==> src/rtl/multicycle_sequencer_pkg.sv <==
// Shared types and constants for the multicycle control sequencer.
package multicycle_sequencer_pkg;

    // Sequencer states (3-bit encoding)
    typedef enum logic [2:0] {
        ST_IDLE   = 3'd0,
        ST_FETCH  = 3'd1,
        ST_DECODE = 3'd2,
        ST_EXEC   = 3'd3,
        ST_MEM    = 3'd4,
        ST_WB     = 3'd5,
        ST_HALT   = 3'd6,
        ST_TRAP   = 3'd7
    } state_t;

    localparam int INSTRET_W = 32;

    // True for states that hold an outstanding memory request
    function automatic logic is_req_state(input state_t s);
        return (s == ST_FETCH) || (s == ST_MEM);
    endfunction

endpackage

==> src/rtl/multicycle_sequencer_mem_wait_timer.sv <==
// Memory wait timer: counts unacknowledged request cycles and flags
// expiry when the last allowed cycle passes without an ack.
module mem_wait_timer #(
    parameter int TIMEOUT = 16
) (
    input  logic clk_i,
    input  logic rst_i,
    input  logic clear_i,
    input  logic en_i,
    input  logic ack_i,
    output logic expired_o
);

    localparam int CW = $clog2(TIMEOUT);
    localparam logic [CW-1:0] LAST = CW'(TIMEOUT - 1);

    logic [CW-1:0] cnt_q;
    logic [CW-1:0] cnt_d;

    // Next count: clear outside request states, saturate at the last cycle
    always_comb begin
        cnt_d = cnt_q;
        if (clear_i) begin
            cnt_d = '0;
        end else if (en_i && !ack_i && (cnt_q != LAST)) begin
            cnt_d = cnt_q + 1'b1;
        end
    end

    // Counter register
    always_ff @(posedge clk_i or posedge rst_i) begin
        if (rst_i) begin
            cnt_q <= '0;
        end else begin
            cnt_q <= cnt_d;
        end
    end

    // An ack in the expiry cycle takes priority, so expiry is masked by it
    assign expired_o = en_i && !ack_i && (cnt_q == LAST);

endmodule

==> src/rtl/multicycle_sequencer.sv <==
// Multicycle control sequencer: steps each instruction through
// fetch/decode/execute/mem/writeback, drives datapath enables and
// memory handshakes, and counts retired instructions.
module multicycle_sequencer
    import multicycle_sequencer_pkg::*;
#(
    parameter int TIMEOUT = 16
) (
    input  logic                 i_clk,
    input  logic                 i_rst,
    input  logic                 i_ld,
    input  logic                 i_st,
    input  logic                 i_rf_wr,
    input  logic                 i_illegal,
    input  logic                 i_halt,
    input  logic                 i_imem_ack,
    input  logic                 i_dmem_ack,
    output logic                 o_imem_req,
    output logic                 o_ir_load,
    output logic                 o_dmem_req,
    output logic                 o_dmem_we,
    output logic                 o_mdr_load,
    output logic                 o_rf_we,
    output logic                 o_pc_en,
    output logic                 o_halted,
    output logic                 o_trap,
    output logic [INSTRET_W-1:0] o_instret
);

    state_t                 state_q;
    state_t                 state_d;
    logic [INSTRET_W-1:0]   instret_q;
    logic [INSTRET_W-1:0]   instret_d;

    logic                   tmr_clear;
    logic                   tmr_en;
    logic                   tmr_ack;
    logic                   tmr_expired;

    // The timer runs only while a request is outstanding; any other state
    // holds it at zero so it starts fresh on every FETCH or MEM entry.
    assign tmr_en    = is_req_state(state_q);
    assign tmr_clear = !tmr_en;
    assign tmr_ack   = (state_q == ST_FETCH) ? i_imem_ack :
                       (state_q == ST_MEM)   ? i_dmem_ack : 1'b0;

    mem_wait_timer #(
        .TIMEOUT (TIMEOUT)
    ) u_timer (
        .clk_i     (i_clk),
        .rst_i     (i_rst),
        .clear_i   (tmr_clear),
        .en_i      (tmr_en),
        .ack_i     (tmr_ack),
        .expired_o (tmr_expired)
    );

    // State and retire-counter registers
    always_ff @(posedge i_clk or posedge i_rst) begin
        if (i_rst) begin
            state_q   <= ST_IDLE;
            instret_q <= '0;
        end else begin
            state_q   <= state_d;
            instret_q <= instret_d;
        end
    end

    // Next state and per-state outputs; outputs depend only on the state,
    // except the latch strobes which follow the same-cycle ack.
    always_comb begin
        state_d    = state_q;
        instret_d  = instret_q;
        o_imem_req = 1'b0;
        o_ir_load  = 1'b0;
        o_dmem_req = 1'b0;
        o_dmem_we  = 1'b0;
        o_mdr_load = 1'b0;
        o_rf_we    = 1'b0;
        o_pc_en    = 1'b0;
        o_halted   = 1'b0;
        o_trap     = 1'b0;

        case (state_q)
            ST_IDLE: begin
                state_d = ST_FETCH;
            end
            ST_FETCH: begin
                o_imem_req = 1'b1;
                if (i_imem_ack) begin
                    o_ir_load = 1'b1;
                    state_d   = ST_DECODE;
                end else if (tmr_expired) begin
                    state_d = ST_TRAP;
                end
            end
            ST_DECODE: begin
                state_d = i_illegal ? ST_TRAP : ST_EXEC;
            end
            ST_EXEC: begin
                state_d = (i_ld || i_st) ? ST_MEM : ST_WB;
            end
            ST_MEM: begin
                o_dmem_req = 1'b1;
                o_dmem_we  = i_st;
                if (i_dmem_ack) begin
                    o_mdr_load = i_ld;
                    state_d    = ST_WB;
                end else if (tmr_expired) begin
                    state_d = ST_TRAP;
                end
            end
            ST_WB: begin
                // Stores never write the register file
                o_rf_we   = i_rf_wr && !i_st;
                o_pc_en   = 1'b1;
                instret_d = instret_q + 32'd1;
                state_d   = i_halt ? ST_HALT : ST_FETCH;
            end
            ST_HALT: begin
                o_halted = 1'b1;
                if (!i_halt) begin
                    state_d = ST_FETCH;
                end
            end
            ST_TRAP: begin
                o_trap = 1'b1;
            end
            default: begin
                state_d = ST_IDLE;
            end
        endcase
    end

    assign o_instret = instret_q;

endmodule

==> config.mk <==
export PLATFORM = sky130hd
export DESIGN_NAME = multicycle_sequencer
export DESIGN_NICKNAME = d
export VERILOG_FILES = /design/src/rtl/multicycle_sequencer_pkg.sv /design/src/rtl/multicycle_sequencer_mem_wait_timer.sv /design/src/rtl/multicycle_sequencer.sv
export SDC_FILE = /design/constraint.sdc
export NUM_CORES = 1
export LEC_CHECK = 0
export ABC_AREA = 1
export CELL_PAD_IN_SITES_DETAIL_PLACEMENT = 1
export CELL_PAD_IN_SITES_GLOBAL_PLACEMENT = 1
export CORE_MARGIN = 8
export CORE_UTILIZATION = 33
export CTS_CLUSTER_SIZE = 20
export DETAILED_ROUTE_END_ITERATION = 7
export PLACE_DENSITY = 0.83
export SYNTH_ARGS = -nofsm -noshare
export SYNTH_HDL_FRONTEND = slang
export SYNTH_SLANG_ARGS = --single-unit
export TNS_END_PERCENT = 1
==> constraint.sdc <==
create_clock -name i_clk -period 1.5 [get_ports i_clk]
set_clock_uncertainty 0.05 [all_clocks]
set_input_delay 0.3 -clock i_clk [delete_from_list [all_inputs] [get_ports i_clk]]
set_output_delay 0.3 -clock i_clk [all_outputs]
set_load 0.02 [all_outputs]
## Word-level counts from Yosys, hierarchy flattened

Cells that the tools add are included.
Widths: inputs -> output; s select.

- Flip-flop bits (word level): 39
- Input port bits: 9
- Output and inout bits: 41
- Logic and storage cells: 50

- Add/subtract/negate cells: 2
- Equal/unequal tests: 11
- Muxes and demuxes: 23
- Reduce and logical (&&, ||, !) cells: 11

Operators by type and width:

| operator | number |
|---|---|
| $add 32x1->32 const B | 1 |
| $pmux 3 s7 | 1 |
| $mux 3 | 6 |
| $mux 1 | 14 |
| $eq 3x3->1 const B | 4 |
| $mux 4 | 2 |
| $reduce_bool 7->1 | 1 |
| $eq 3x2->1 const B | 2 |
| $add 4x1->4 const B | 1 |
| $eq 4x4->1 const B | 1 |
| $logic_and 1x1->1 | 4 |
| $ne 2x2->1 const B | 2 |
| $ne 4x4->1 const B | 1 |
| $eq 3x1->1 const B | 1 |
| $logic_not 3->1 | 1 |
| $logic_not 1->1 | 2 |
| $logic_or 1x1->1 | 2 |
| $reduce_and 2->1 | 1 |

## Logic depth before layout (Yosys ltp)

- Depth after elaboration: 9
- Gate-level depth with buffers: 10
- Depth with buffers taken out: 10

## Cells and area by module

A second synthesis with hierarchy kept.

- Cell total of the unflattened synthesis: 303
- Area, all modules: 2,279.7 um2

Modules (own cells, without submodules):

| module | instances | cells each | area each (um2) | seq. area each (um2) |
|---|---|---|---|---|
| multicycle_sequencer | 1 | 271 | 2,038.2 | 875.8 |
| mem_wait_timer | 1 | 32 | 241.5 | 100.1 |

## Worst setup path before layout

No wires, ideal clock.

- Kind: reg2reg
- Start point: reg instret_q[7], in the netlist o_instret[7]
- End point: reg instret_q[28], in the netlist o_instret[28]
- Library setup time: 0.117 ns
- Arrival: 1.421 ns
- Data required time: 1.333 ns
- Path slack: -0.088 ns
- Cell stages (with the launch flop): 11
- Path buffers: 1
- Clock period less this slack: 1.588 ns
- Cell sequence: dfrtp_1 > buf_2 > nand2_1 > nor2_1 > nand2_1 > nor2_2 > nand2_1 > clkinv_1 > nand2_1 > nand2_1 > nand2_1

- Cells in the longest elaborated chain, start to end: 1

RTL lines:

| element | line | RTL |
|---|---|---|
| start, declared | multicycle_sequencer.sv:32 | `logic [INSTRET_W-1:0] instret_q;` |
| start signal, assigned | multicycle_sequencer.sv:65 | `instret_q <= instret_d;` |
| $add 32x1->32 | multicycle_sequencer.sv:117 | `instret_d = instret_q + 32'd1;` |

Every way passes these cells.
A chain may end at the register's enable or synchronous reset.

## Final worst setup path

- Start point: reg state_q[1]
- End point: out o_halted

- Cells in the longest elaborated chain, start to end: 2

RTL lines:

| element | line | RTL |
|---|---|---|
| start, declared | multicycle_sequencer.sv:30 | `state_t state_q;` |
| start signal, assigned | multicycle_sequencer.sv:64 | `state_q <= state_d;` |
| $eq 3x3->1 | multicycle_sequencer.sv:84 | `case (state_q)` |
| $mux 1 | multicycle_sequencer.sv:84 |  |
| end, declared | multicycle_sequencer.sv:25 | `output logic o_halted,` |

Every way passes these cells.

==> run metrics <==
drt drc=0; total global-route track usage=17.8%; Starting DRT DRC Count=96; die height=102 um; endpoints failing setup=38; Overflow after GRT=0; WL met3=441 um; initial antenna violation count=0; fin. max-slew vios=0; clock slew at reported path FFs=0.08 ns; wire length per cell=15.7 um; crit path launch type=register; core area=0.00725 mm^2; dominant synthesized flop cell=dfrtp_1; PwrDens=1070 mW/mm^2; metal2 WL=4950 um; number of synthesized register bits=39; reg-to-reg slack, setup=-0.20 ns; top routing layer in use=met4; arrival time worst endpoint=1.36 ns; Syn-to-layout area delta=52.8%; placed wire-length estimate=6750 um; crit share post-route=114%; Routed Antenna Nets=0; Area after DPL=0.00353 mm^2; CP Capture Type=output pin; FF-to-FF path depth=8; IO Pins=50; CP startpoint=state_q[1]; antenna cells=0; R2R Path Start=state_q[1]; first-pass GRT wire length=14,700 um; post-synthesis sequential area ratio=39.7%; Distinct cells, synth=36; critical path class=register to output pin; # fillers=955; Reg area=985 um^2; Setup crit end=o_halted; H-tree depth=2; drt first pass iters=4; DR vias=2,796; Max-slew headroom=70.9%; Worst Path Max Fanout=5; pin count of the biggest net entering global routing=40; min-delay worst type=input pin to asynchronous set/reset pin; final hold vios=0; Synth Cell Area=0.00246 mm^2; YS warnings=0; status=finished with violations; Least-Margin Pin Slew=0.434 ns; final instance area=0.00376 mm^2; clock sink total=39; Vias/cell=4.91; fmax=0.584 GHz; nets@finish=481; RSZ-0062 raised after global routing=yes; Routed WL=8960 um; IO Port Bufs=49; Root Driver=clkbuf_8; Post-Synthesis Cells=347; post-layout minimum cycle time=1.71 ns; IR drop worst, VDD=0.000739 V; DRT met1 WL=3350 um; number of max-cap violations=0; Skew-Pair Late Insertion Delay=0.29 ns; Power Total=4020 uW; Initial Util=33.9%; Rows=31; Max Buffers Root-to-Sink=2; final core occ=51.8%; ys async rst share=100%; gpl congestion=0.822; cts bufs inserted=5; Die X=102 um; Mapped Avg Cell Area=7.09 um^2; share of post-route cells with drive strength above 1=29.9%; CTS tree=built; vias in the first global route=3,106; footprint of the multi-input gates=0.00143 mm^2; failing checks=negative setup slack; FF-to-FF End=o_instret[14]; DIE AREA=0.0105 mm^2; syn nets=358; Crit path required time=1.15 ns; number of flops mapped to enable cells by yosys=0; Lkg Pwr=0.00194 uW; post-route setup slack=-0.214 ns
[layout by cell type, fill, tap and decap left out, types with 9 or more instances in the layout]
cell           Yosys  layout
buf_4              1      75
dfrtp_1           39      32
dlygate4sd2_1      0      25
inv_1             40      38
nand2_1          117     110
nand3_1           24      24
nand4_1           12      12
nor2_1            49      37
xor2_1             9       9
[layout make-up]
class / instances / area share (%)
tap: 99 / 3.30
clock buffer: 8 / 2.66
timing repair buffer: 119 / 25.6
inverter: 42 / 4.20
sequential: 39 / 26.2
multi-input combinational: 263 / 38.0
[sequential cells by signal, indices dropped and copies added, names as in the netlist]
name / cells
o_instret: 32
u_timer.cnt_q: 4
state_q: 3
[layer usage]
| layer | track usage (%) | vias up |
|---|---|---|
| met5 | 0 | - |
| met4 | 5.42 | 0 |
| met3 | 4.02 | 15 |
| met2 | 35.1 | 55 |
| met1 | 17.8 | 1388 |
| li1 | - | 1338 |
[through the flow]
step                      cells  TNS, ns  hold WS [ns]  setup slack, ns
final                       570    -4.28         0.327           -0.214
after global routing        570    -8.54         0.356           -0.312
after CTS                   567    -5.11         0.342           -0.249
after detailed placement    554    -8.76         0.469           -0.438
after global placement      554    -6.52         0.440           -0.426
after floorplan             347   -0.250         0.424          -0.0434
[cell usage after synthesis (2+ instances only)]
master	instances	share of area [%]
ha_1	2	1.0
nand2_1	117	18
a21oi_1	4	0.81
o21ai_0	3	0.61
dfrtp_1	39	40
nand4_1	12	3.1
inv_1	40	6.1
nand3_1	24	4.9
nor3_2	2	0.81
nor3_1	10	2.0
nor2_1	49	7.5
nand3b_1	6	1.8
xor2_1	9	3.2
o21ai_1	3	0.61
nor2_2	2	0.51
xnor2_1	5	1.8
[what timing repair did]
| item | 4_1_cts | 5_1_grt |
|---|---|---|
| endpoints found under the hold margin | 0 | 0 |
| gates resized for setup | 100 | 26 |
| buffers inserted | 4 | 3 |
| pin swaps | 8 | 10 |
| hold buffers | 0 | 0 |
| cloned | 1 | 0 |
| endpoints found under the setup margin | 72 | 51 |
[logic make-up (layout without fill, tap and decap cells)]
group | count (synthesis) | count (layout) | synth area share, %
and+or+nand+nor | 232 | 233 | 43.1
buffers and inverters | 46 | 169 | 7.68
DFF | 39 | 39 | 39.7
xor gates and xnor gates | 15 | 15 | 5.65
AOI/OAI and AO/OA | 13 | 13 | 2.90
adders and majority gates | 2 | 2 | 1.02
[how the worst min path moves through the flow]
stage	end	slack (ns)	depth (start not counted)
floorplan	u_timer.cnt_q[1]	0.42	2
finish	o_instret[3]	0.33	3
global placement	u_timer.cnt_q[1]	0.44	2
global route	o_instret[3]	0.36	3
CTS	o_instret[3]	0.34	3
detailed placement	o_instret[3]	0.47	1
[critical path, stage by stage (launching register included)]
cell	delay, ns
dfrtp_1	0.41
inv_2	0.10
buf_4	0.15
buf_4	0.12
nor3_2	0.14
buf_4	0.16
[where the power goes]
part | total [uW] | switching (uW) | internal [uW]
Clock | 808 | 388 | 421
Combinational | 1880 | 1040 | 843
Sequential | 1330 | 140 | 1190
Total | 4020 | 1570 | 2450
No activity file was read; power rests on OpenSTA's default activity.
